<file path="src/rtl/au_cnt_c.sv">
// ---------------------------------------------------------------------------
// au_inc_c : WIDTH-bit incrementer, z = a + ci, co = carry out of the MSB.
//   a   in  WIDTH  operand
//   ci  in  1      carry in (increment enable)
//   z   out WIDTH  sum modulo 2**WIDTH
//   co  out 1      carry out
// The carry into bit i is ci AND a[0..i-1]. That is a prefix-AND over the
// vector {a, ci}, built in one of three styles:
//   ARCH 0 ripple, ARCH 1 Sklansky, ARCH 2 Kogge-Stone.
//
// au_cnt_c : registered up-counter built around au_inc_c.
//   clk      in  1      clock, rising edge
//   rst      in  1      synchronous reset, active-high (highest priority)
//   ld       in  1      load strobe, cnt <= ld_val (beats inc)
//   ld_val   in  WIDTH  load value
//   inc      in  1      increment enable
//   ovf_clr  in  1      clear sticky overflow (a new set on the same edge wins)
//   cnt      out WIDTH  registered count
//   tc       out 1      terminal count, cnt == all-ones (combinational)
//   co       out 1      registered carry pulse, aligned with the wrapped count
//   ovf      out 1      sticky overflow flag
// SAT=1 holds the count at all-ones. A blocked increment still raises co.
// ---------------------------------------------------------------------------

module au_inc_c #(
  parameter int WIDTH = 8,
  parameter int ARCH  = 0
) (
  input  logic [WIDTH-1:0] a,
  input  logic             ci,
  output logic [WIDTH-1:0] z,
  output logic             co
);

  localparam int N = WIDTH + 1;
  localparam int L = $clog2(N);

  logic [N-1:0]      x;
  logic [N-1:0]      pfx;
  logic [L:0][N-1:0] lvl;

  // x[0] = ci, x[i+1] = a[i]; pfx[i] = AND of x[0..i] = carry into bit i
  assign x = {a, ci};

  always_comb begin
    lvl    = '0;
    pfx    = '0;
    lvl[0] = x;
    if (ARCH == 0) begin
      pfx[0] = x[0];
      for (int i = 1; i < N; i++) begin
        pfx[i] = pfx[i-1] & x[i];
      end
    end else begin
      for (int k = 0; k < L; k++) begin
        lvl[k+1] = lvl[k];
        if (ARCH == 2) begin
          // Kogge-Stone: every node combines with the node 2**k below it
          for (int i = (1 << k); i < N; i++) begin
            lvl[k+1][i] = lvl[k][i] & lvl[k][i-(1 << k)];
          end
        end else begin
          // Sklansky: the upper half of each 2**(k+1) block takes the
          // last node of its lower half
          for (int b = 0; b < N; b += (2 << k)) begin
            for (int j = (1 << k); j < (2 << k); j++) begin
              if (b + j < N) begin
                lvl[k+1][b+j] = lvl[k][b+j] & lvl[k][b+(1 << k)-1];
              end
            end
          end
        end
      end
      pfx = lvl[L];
    end
  end

  assign z  = x[N-1:1] ^ pfx[N-2:0];
  assign co = pfx[N-1];

endmodule

module au_cnt_c #(
  parameter int WIDTH = 8,
  parameter int ARCH  = 0,
  parameter int SAT   = 0
) (
  input  logic             clk,
  input  logic             rst,
  input  logic             ld,
  input  logic [WIDTH-1:0] ld_val,
  input  logic             inc,
  input  logic             ovf_clr,
  output logic [WIDTH-1:0] cnt,
  output logic             tc,
  output logic             co,
  output logic             ovf
);

  if (WIDTH < 1 || ARCH < 0 || ARCH > 2 || SAT < 0 || SAT > 1) begin : g_param_err
    $fatal(1, "ERROR: au_cnt_c illegal parameters WIDTH=%0d ARCH=%0d SAT=%0d",
           WIDTH, ARCH, SAT);
  end

  logic [WIDTH-1:0] cnt_q, cnt_d;
  logic             co_q, co_d;
  logic             ovf_q, ovf_d;
  logic [WIDTH-1:0] inc_z;
  logic             inc_co;

  au_inc_c #(
    .WIDTH (WIDTH),
    .ARCH  (ARCH)
  ) u_inc (
    .a  (cnt_q),
    .ci (inc),
    .z  (inc_z),
    .co (inc_co)
  );

  assign tc = &cnt_q;

  always_comb begin
    cnt_d = cnt_q;
    co_d  = 1'b0;
    if (ld) begin
      cnt_d = ld_val;
    end else if (inc) begin
      if (SAT == 1 && tc) begin
        // saturated: count stays at all-ones, the lost carry is reported
        co_d = 1'b1;
      end else begin
        cnt_d = inc_z;
        co_d  = inc_co;
      end
    end
    // a carry on this edge outranks a clear request
    ovf_d = co_d | (ovf_q & ~ovf_clr);
  end

  always_ff @(posedge clk) begin
    if (rst) begin
      cnt_q <= '0;
      co_q  <= 1'b0;
      ovf_q <= 1'b0;
    end else begin
      cnt_q <= cnt_d;
      co_q  <= co_d;
      ovf_q <= ovf_d;
    end
  end

  assign cnt = cnt_q;
  assign co  = co_q;
  assign ovf = ovf_q;

endmodule

</file>
<file path="config.mk">
export PLATFORM = sky130hd
export DESIGN_NAME = au_cnt_c
export DESIGN_NICKNAME = d
export VERILOG_FILES = /design/src/rtl/au_cnt_c.sv
export SDC_FILE = /design/constraint.sdc
export NUM_CORES = 1
export LEC_CHECK = 0
export ABC_AREA = 1
export CORE_MARGIN = 3
export CORE_UTILIZATION = 37
export CTS_CLUSTER_DIAMETER = 200
export DETAILED_ROUTE_END_ITERATION = 16
export PLACE_DENSITY = 0.8
export SETUP_SLACK_MARGIN = 0.05
export SLEW_MARGIN = 5
export SYNTH_ARGS = -nofsm -noshare
export SYNTH_HDL_FRONTEND = slang
export SYNTH_SLANG_ARGS = --single-unit
</file>
<file path="constraint.sdc">
create_clock -name clk -period 2.1 [get_ports clk]
set_input_delay 0.315 -clock clk [delete_from_list [all_inputs] [get_ports clk]]
set_output_delay 0.315 -clock clk [all_outputs]
set_load 0.01 [all_outputs]
</file>
* Word-level counts from Yosys, hierarchy flattened
Index checks and enable logic that the tools add are counted.
** Operators by class
- Bitwise operators :: 12
- Muxes and demuxes :: 4
- Reductions and logical operators :: 2
** Operators by type and width (number)
- $mux 8 :: 2
- $and 1x1->1 :: 9
- $reduce_and 8->1 :: 1
- $xor 8x8->8 :: 1
- $mux 1 :: 2
- $reduce_bool 2->1 :: 1
- $not 1->1 :: 1
- $or 1x1->1 :: 1
** Storage, ports and cells
- Logic and storage cells :: 21
- Register bits after elaboration :: 10
- Input bits :: 13
- Output and inout bits :: 11

* Logic depth before layout (Yosys ltp)
- Depth after elaboration :: 11
- Depth in mapped cells :: 12
- Depth with buffers taken out :: 12

* Modules after synthesis
A second synthesis with hierarchy kept.
** Second synthesis, totals
- Cells, all modules :: 79
- Area, all modules :: 586.8 um^2
** By module, submodules not included
- au_cnt_c :: cells each 71, sequential area each 200.2 um^2, area each 486.7 um^2, times used 1
- au_inc_c :: cells each 8, sequential area each 0.0 um^2, area each 100.1 um^2, times used 1

* Least setup slack after synthesis
OpenSTA, ideal clock, no wires.
- Path type :: register to register
- Start point :: register cnt_q[0], in the netlist cnt[0]
- End point :: register cnt_q[7], in the netlist cnt[7]
- Buffers on the path :: 0
- Cell stages (with the launch flop) :: 13
- Data required time :: 1.991 ns
- Clock period less this slack :: 2.140 ns
- Path slack :: -0.040 ns
- Library setup time :: 0.109 ns
- Arrival time :: 2.031 ns
- Cells stage by stage :: dfxtp_1 > ha_1 > ha_1 > ha_1 > ha_1 > ha_1 > ha_1 > ha_1 > ha_1 > nand3_1 > nand3_1 > nand2_1 > inv_1
** On the way
- Word-level cells in the longest chain between the ends :: 10
** RTL lines
- from (decl) :: line 105 : logic [WIDTH-1:0] cnt_q, cnt_d;
- from (signal assigned) :: line 147 : cnt_q <= cnt_d;
- $and 1x1->1
- $and 1x1->1 (6 in a row) :: line 52 : pfx[i] = pfx[i-1] & x[i];
- $xor 8x8->8 :: line 78 : assign z = x[N-1:1] ^ pfx[N-2:0];
- $mux 8 :: line 128 : end else if (inc) begin
- $mux 8 :: line 126 : if (ld) begin
Every way passes these cells. The select of a mux whose other input is x is not followed.
A chain may end at the register's enable or synchronous reset.

* Final worst setup path
- Start point :: input inc
- End point :: register cnt_q[7], in the netlist cnt[7]
** On the way
- Word-level cells in the longest chain between the ends :: 10
- Elaborated cells on any way between the ends :: 11
- Those cells by class :: mux: 2; bitwise: 8; reduce/logical: 1
** RTL lines
- from (decl) :: line 92 : input logic inc,
- $and 1x1->1
- $and 1x1->1 (6 in a row) :: line 52
- $xor 8x8->8 :: line 78
- $mux 8 :: line 128
- $mux 8 :: line 126
Parallel ways exist; a longest one is shown, timed or not. The select of a mux whose other input is x is not followed.

==> flow_summary.ini <==
[drt]
drt-pass1-iter-count = 4
via_per_inst = 5.18
route.detailed.drc = 0
routed_wl_um = 1600
drtIter0Drc = 15
ant_nets = 0
wl_per_cell_um = 13.1
vias = 632

[critical_path]
worstSetupPathType = in2reg
critPathMaxFanout = 2
path_common_cell = ha_4
startpoint_type = input pin
crit_required_ps = 2320
path_cells = dlygate4sd2_1, ha_4, ha_4, ha_4, ha_4, ha_4, ha_2, ha_2, ha_4, nand3_1, nand3_1, nand2_1, inv_1
crit_arrival_ps = 2230
critical_path.max_stage_delay_ps = 280
cp_slowest_cell = dlygate4sd2_1
worstSetupEndpointType = register

[finish]
syn_to_final_growth_pct = 62.9
nNetsFinal = 129
postLayoutCoreUtil = 0.683
final_cell_mix = 25 x nand2_1, 22 x clkdlybuf4s50_1, 17 x nand3_1
final_cells = 122
layout_commonest_cell = nand2_1
n_antenna_cell = 0
drive_gt1_frac = 0.178

[yosys]
synth.distinct_cells = 13
yosysSeqAreaShare = 0.341
ys_warn_count = 0
yosysTopAreaCellShare = 0.341
syn_inst = 79
syn_area_um2 = 587
yosysTopAreaCell = dfxtp_1
syn-num-nets = 100
ys_ff_latch = 10
synthTopCellsByArea = dfxtp_1 34%, ha_1 17%, nand2_1 16%
synth.avg_cell_area_um2 = 7.43

[pwr]
p_leak_nw = 0.447
power.density_mw_per_mm2 = 514
ir_drop_uv = 437

[cts]
clock_latency_ps = 270
postCtsSetupRepairBufs = 0
hold_buffers = 0
cts_tree = done
path_clk_slew_ps = 70
numCtsBuffers = 3
cts_buffer_depth = 2
htreeDepth = 1
cts-root-buf = clkbuf_4
clock-sinks = 10

[global_routing]
grt_max_degree = 11
gr-total-overflow = 0
grt_first_pass_wirelength_um = 2480
antenna_found_initial = 0
grt_pass1_vias = 541
track_usage = 0.167

[floorplan]
core_mm2 = 0.00140
die_area_mm2 = 0.00210
io_pins = 24
fp.dieW_um = 45.8
fp-row-count = 13
die_h_um = 45.8
initial_utilization = 0.419

[place]
dp_hpwl_um = 1060
dp.cells = 118
dp_slack_ps = -456
numPortBuffers = 23
gp_congestion = 0.784

[timing]
rsz0062_at_grt = no
fin_crit_ps = 2010
setup_viol = 0
worst_slew_pin_slew_ps = 436
fmax_ghz = 0.499
worst_slack_ps = 94.4
period_share = 0.955
maxSlewHeadroom = 0.708
timing.setup.tns_ps = 0
hold_slack_ps = 467
final-hold-violation-count = 0
clock_skew_ps = 5.16
drv_slew = 0

[job]
cap_violations = 0

[hold_path]
min_path_type = reg2reg

[run_status]
status = finished, final reports clean
report_power, final:
part | switching, mW | leakage (nW) | total, mW | internal [mW]
registers | 0.0134 | 0.0824 | 0.213 | 0.199
logic | 0.0458 | 0.344 | 0.104 | 0.0577
clock network | 0.0697 | 0.0210 | 0.175 | 0.105
worst max-delay path: cells and delay by family:
family                   cells  cell delay (ps)
buffers and inverters        2              320
AND/OR/NAND/NOR              3              200
adder cells (fa/ha/maj)      8             1390
path summary, 6_finish.rpt:
| path | start | cells past startpoint | slack, ps | endpoint |
|---|---|---|---|---|
| setup / recovery | inc | 13 | 90 | cnt[7] |
| hold / removal | ovf | 2 | 470 | ovf |
| setup reg to reg | cnt[0] | 12 | 100 | cnt[7] |
| hold reg to reg | ovf | 2 | 470 | ovf |
routing by layer:
| metal | up-vias | wire length, um | GRT usage |
|---|---|---|---|
| met5 | - | 0 | 0 |
| met4 | 0 | 58 | 0.0682 |
| met3 | 8 | 108 | 0.0632 |
| met2 | 31 | 783 | 0.270 |
| met1 | 280 | 650 | 0.197 |
| li1 | 313 | - | - |
area by class of cell:
type                       instances  area, um^2
clock buffer                       4        36.3
fill                             105         443
inverter                          11        43.8
multi-input combinational         56         404
sequential                        10         201
tap                               15        18.8
timing repair buffer              26         251
registers in the layout (all words and copies together), names as in the netlist:
signal	flops
cnt	8
co	1
ovf	1
cell usage after synthesis, drive strengths merged:
cell type,instances
buf,2
nand2,25
inv,11
a21oi,1
nand4,2
nor2,3
nand3,17
dfxtp,10
ha,8
logic make-up after synthesis:
kind of cell | share of synthesized area
AO/OA/AOI/OAI | 0.00852
adder cells (fa/ha/maj) | 0.171
buffers and inverters | 0.107
flip-flops | 0.341
AND/OR/NAND/NOR | 0.373
stage by stage:
stage,total power [mW],instance area [um^2]
2_1_floorplan,0.258,601
3_3_place_gp,0.308,853
3_5_place_dp,0.310,853
4_1_cts,0.488,913
5_1_grt,0.514,956
6_report,0.491,956
timing repair:
item / 4_1_cts / 5_1_grt
gates cloned: 0 / 0
gates resized for setup: 5 / 4
pin swaps: 0 / 1
endpoints found under the setup margin: 4 / 1
No activity file was read; power rests on OpenSTA's default activity.
